[src/rtl/i2s_dac_tx.sv]
// I2S audio DAC serializer: one-entry stereo sample buffer feeding a master-mode bit/LR clock
// generator. Define LEFT_JUSTIFIED_EN for left-justified framing (no delay bit, LRCK high = left).
module i2s_dac_tx #(
    parameter int unsigned DATA_WIDTH      = 16,
    parameter int unsigned HALF_FRAME_CLKS = 250,
    parameter int unsigned BCLK_DIV        = 10
) (
    input  logic                  clk,
    input  logic                  reset_n,
    input  logic [DATA_WIDTH-1:0] s_left,
    input  logic [DATA_WIDTH-1:0] s_right,
    input  logic                  s_valid,
    output logic                  s_ready,
    output logic                  sample_tick,
    output logic                  underrun,
    output logic                  AUD_BCLK,
    output logic                  AUD_DACLRCK,
    output logic                  AUD_DACDAT
);

    localparam int unsigned Slots = HALF_FRAME_CLKS / BCLK_DIV;
    localparam int unsigned PW    = $clog2(BCLK_DIV);
    localparam int unsigned BW    = $clog2(Slots);

`ifdef LEFT_JUSTIFIED_EN
    localparam logic LrckRst = 1'b1;
`else
    localparam logic LrckRst = 1'b0;
`endif

    logic [PW-1:0]         p_q, p_d;
    logic [BW-1:0]         b_q, b_d;
    logic                  side_q, side_d;
    logic                  hold_full_q, hold_full_d;
    logic [DATA_WIDTH-1:0] hold_l_q, hold_l_d, hold_r_q, hold_r_d;
    logic [DATA_WIDTH-1:0] sh_l_q, sh_l_d, sh_r_q, sh_r_d;
    logic                  bclk_q, bclk_d, lrck_q, lrck_d, dat_q, dat_d;
    logic                  tick_q, tick_d, urun_q, urun_d;

    logic                  p_wrap, b_wrap, frame_start, load;
    logic [DATA_WIDTH-1:0] word, shifted;

    always_comb begin
        p_wrap      = (p_q == PW'(BCLK_DIV - 1));
        b_wrap      = (b_q == BW'(Slots - 1));
        frame_start = (p_q == '0) && (b_q == '0) && !side_q;

        p_d    = p_wrap ? '0 : p_q + PW'(1);
        b_d    = b_q;
        if (p_wrap) begin
            b_d = b_wrap ? '0 : b_q + BW'(1);
        end
        side_d = side_q ^ (p_wrap & b_wrap);
    end

    // A full buffer at frame start always wins: s_ready is low then, so no transfer can collide.
    always_comb begin
        load        = frame_start && hold_full_q;
        hold_full_d = hold_full_q;
        hold_l_d    = hold_l_q;
        hold_r_d    = hold_r_q;
        sh_l_d      = sh_l_q;
        sh_r_d      = sh_r_q;
        if (load) begin
            sh_l_d      = hold_l_q;
            sh_r_d      = hold_r_q;
            hold_full_d = 1'b0;
        end else if (s_valid && !hold_full_q) begin
            hold_l_d    = s_left;
            hold_r_d    = s_right;
            hold_full_d = 1'b1;
        end
    end

    always_comb begin
        // Left-justified needs the new word's MSB in the very cycle it is loaded.
        word   = side_q ? sh_r_q : (load ? hold_l_q : sh_l_q);
        bclk_d = (p_q >= PW'(BCLK_DIV / 2));
        tick_d = frame_start;
        urun_d = frame_start && !hold_full_q;
`ifdef LEFT_JUSTIFIED_EN
        lrck_d  = ~side_q;
        shifted = word << b_q;
        dat_d   = (b_q < BW'(DATA_WIDTH)) && shifted[DATA_WIDTH-1];
`else
        lrck_d  = side_q;
        shifted = word << (b_q - BW'(1));
        dat_d   = (b_q != '0) && (b_q <= BW'(DATA_WIDTH)) && shifted[DATA_WIDTH-1];
`endif
    end

    always_ff @(posedge clk or negedge reset_n) begin
        if (!reset_n) begin
            p_q         <= '0;
            b_q         <= '0;
            side_q      <= 1'b0;
            hold_full_q <= 1'b0;
            hold_l_q    <= '0;
            hold_r_q    <= '0;
            sh_l_q      <= '0;
            sh_r_q      <= '0;
            bclk_q      <= 1'b0;
            lrck_q      <= LrckRst;
            dat_q       <= 1'b0;
            tick_q      <= 1'b0;
            urun_q      <= 1'b0;
        end else begin
            p_q         <= p_d;
            b_q         <= b_d;
            side_q      <= side_d;
            hold_full_q <= hold_full_d;
            hold_l_q    <= hold_l_d;
            hold_r_q    <= hold_r_d;
            sh_l_q      <= sh_l_d;
            sh_r_q      <= sh_r_d;
            bclk_q      <= bclk_d;
            lrck_q      <= lrck_d;
            dat_q       <= dat_d;
            tick_q      <= tick_d;
            urun_q      <= urun_d;
        end
    end

    assign s_ready     = !hold_full_q;
    assign sample_tick = tick_q;
    assign underrun    = urun_q;
    assign AUD_BCLK    = bclk_q;
    assign AUD_DACLRCK = lrck_q;
    assign AUD_DACDAT  = dat_q;

endmodule
[config.mk]
export PLATFORM = sky130hd
export DESIGN_NAME = i2s_dac_tx
export DESIGN_NICKNAME = d
export VERILOG_FILES = /design/src/rtl/i2s_dac_tx.sv
export SDC_FILE = /design/constraint.sdc
export NUM_CORES = 1
export LEC_CHECK = 0
export CORE_ASPECT_RATIO = 1.25
export CORE_MARGIN = 2
export CORE_UTILIZATION = 40
export CTS_CLUSTER_DIAMETER = 100
export DETAILED_ROUTE_END_ITERATION = 10
export HOLD_SLACK_MARGIN = 0.03
export PLACE_DENSITY = 0.57
export SETUP_SLACK_MARGIN = 0.3
export SLEW_MARGIN = 20
export SYNTH_ARGS = -nofsm -noshare
export SYNTH_HDL_FRONTEND = slang
export SYNTH_SLANG_ARGS = --single-unit
[constraint.sdc]
create_clock -name clk -period 8.8 [get_ports clk]
set_input_delay 2.64 -clock clk [delete_from_list [all_inputs] [get_ports clk]]
set_output_delay 2.64 -clock clk [all_outputs]
set_load 0.05 [all_outputs]
==> impl_metrics.tcl <==
set metrics [dict create \
    crit_family "buffers and inverters" \
    finalWirelength_um 6323 \
    core-area_um2 8701 \
    post_cts_buffers 0 \
    finalPower_mw 0.7271 \
    period_share 0.4910 \
    worst_ep_required_time_ns 9.03 \
    end_kind "flip-flop" \
    dp_cells 454 \
    multi_input_area_um2 1463 \
    synth_common_cells "nand2_1, dfrtp_1, mux2_2" \
    ys_seq_area_frac 0.5604 \
    first_global_vias 2353 \
    p_leak_nw 1.958 \
    drt_iter0_markers 115 \
    crit_buf_inv 2 \
    fin_tns_setup_ns 0 \
    vias_per_cell 4.857 \
    cp_max_fo 17 \
    final_max_slew_viol_count 0 \
    hpwl_um 4390 \
    timing.slew.headroom 0.3726 \
    ir_drop_mv 0.09416 \
    h-tree-depth 3 \
    grt_max_degree 81 \
    cp_slowest_cell "nor2b_2" \
    synth_area_leaders "dfrtp_1, mux2_2, nand2_1" \
    clock_tree.buffer_depth 2 \
    fmax_mhz 231.4 \
    track_usage 0.1516 \
    synthFlopType "dfrtp_1" \
    drc 0 \
    hp-class "reg2reg" \
    place_ws_ns 4.025 \
    yosysTopAreaCell "dfrtp_1" \
    vias 2283 \
    drv_cap 0 \
    finalWorstSetupSlack_ns 4.479 \
    synthArstFlopShare 1.000 \
    synthesis.area_um2 3572 \
    min_period_ns 4.321 \
    area_growth_pct 19.26 \
    status "completed" \
    cts-root-buf "clkbuf_8" \
    worstPathCellList "clkdlybuf4s50_1, nor2b_2, buf_4, mux2_2" \
    avgRoutedWirePerCell_um 13.45 \
    nets 384 \
    die_w_um 88.53 \
    crit_type "in2reg" \
    drive_gt1_frac 0.1971 \
    synth_top_area_frac 0.5604 \
    tightest_slew_ns 0.9339 \
    drt_first_pass_iters 4 \
    grt-ovfl-total 0 \
    seq_area_um2 2002 \
    clock_latency_ns 0.35 \
    yosysMostFrequentCell "nand2_1" \
    cp-start-kind "input port" \
    yosysWarnings 0 \
    grt_pass1_wl_um 11180 \
    place_congestion 0.7961 \
    synth_cell_types 42 \
    antenna_found_initial 0 \
    setup_violations 0 \
    rows 38 \
    synth_fp_nets 347 \
    synth-seq-cells 80 \
    clkSinkCount 80 \
    power.density_nw_per_um2 170.7 \
    arrival_ns 4.56 \
    diodes 0 \
    clk_pin_slew_ns 0.08 \
    final_antenna_net_count 0 \
    place.port_buffers 40 \
    start_util 0.4106 \
    rsz0062_at_grt "no" \
    synth.avg_cell_area_um2 11.60 \
    hold_viol_final 0 \
    cpPeakStageDelay_ns 0.69 \
    top_level_ports 41 \
    ctsHoldBuffers 0 \
    die-height_um 109.7 \
    cts_resized 0 \
    cts_tree "yes" \
    stdcell_count 470 \
    cts-buffers-inserted 9 \
    nFillCells 825 \
    syn_inst 308 \
    fin_worst_skew_ns 0.008606 \
    fp.dieArea_um2 9707 \
    synth_edf_count 0 \
]
## logic make-up (layout without fill, tap and decap cells)
kind of cell,Yosys count,in the layout,share of synthesized area
AO/OA/AOI/OAI,26,26,0.05815
multiplexers,52,52,0.1776
XOR/XNOR,5,5,0.01436
AND/OR/NAND/NOR,117,117,0.1447
buffers and inverters,24,66,0.03082
flip-flops,80,80,0.5604
adder cells (fa/ha/maj),4,4,0.01401
## worst paths after layout
| kind | startpoint | to | slack [ns] | depth (start not counted) |
|---|---|---|---|---|
| setup / recovery | s_valid | hold_r_q[11] | 4.48 | 4 |
| hold / removal | sh_l_q[7] | sh_l_q[7] | 0.46 | 2 |
| setup reg to reg | b_q[0] | AUD_DACDAT | 4.81 | 11 |
| hold reg to reg | sh_l_q[7] | sh_l_q[7] | 0.46 | 2 |
| max in group asynchronous | reset_n | sh_r_q[4] | 6.00 | 1 |
| min in group asynchronous | reset_n | sh_l_q[2] | 2.31 | 1 |
## worst register-to-register path, delay by kind of cell, from the launching register on
kind	cells	cell delay, ns
compound gates	2	0.49
fa+ha+maj	2	0.55
buf+inv	1	0.52
flops	1	0.90
mux	2	0.62
simple gates	4	0.77
## layout make-up
class,instances,share of cell area
inverters,8,0.007048
flip-flops and latches,80,0.4699
multi-input cells,204,0.3433
clock buffers,12,0.03407
well taps,120,0.03524
repair buffers,42,0.09780
clock inverters,4,0.01263
## layer usage
layer / GRT usage / wire length, µm / up-vias
met5: 0 / 0 / -
met4: 0.06494 / 126 / 0
met3: 0.02477 / 199 / 11
met2: 0.2519 / 3203 / 38
met1: 0.1952 / 2794 / 1115
li1: - / - / 1119
## state kept, by name, summed over array words and instances, names as in the netlist
register	count
b_q	5
hold_full_q	1
AUD_DACDAT	1
sample_tick	1
hold_r_q	16
p_q	4
underrun	1
AUD_DACLRCK	1
lrck_d	1
sh_r_q	16
sh_l_q	16
hold_l_q	16
AUD_BCLK	1
## metrics by stage
stage	instance area, µm²	utilization	hold slack [ns]
2_1_floorplan	3572	-	0.3745
3_3_place_gp	4058	0.4664	0.4407
3_5_place_dp	4058	0.4664	0.4499
4_1_cts	4257	0.4892	0.4686
5_1_grt	4260	0.4896	0.4977
6_report	4260	0.4896	0.4627
## placed cells by master, fill, tap and decap left out, types with 2 or more instances in the layout
cell and instances:
nand2_1 88, dfrtp_1 80, clkdlybuf4s50_1 39, mux2_2 38, clkbuf_8 10, inv_1 7, nor2_1 7, and3_1 6
mux2i_1 6, o21ai_0 6, mux4_2 5, xnor2_1 4, ha_1 4, mux2_1 3, a211o_1 3, o211ai_1 3
nand3_1 2, nor3_1 2, nor2b_1 2, a31oi_1 2, a2111oi_2 2, a31o_2 2, a22o_1 2, clkbuf_1 2
clkinvlp_4 2, buf_4 2
## report_power, final
group	internal, mW	switching, mW	leakage, nW
clock	0.140	0.128	0.0928
combinational	0.0332	0.0173	0.848
sequential	0.394	0.0154	1.02
total	0.567	0.160	1.96
Power figures use the tool's default switching activity.
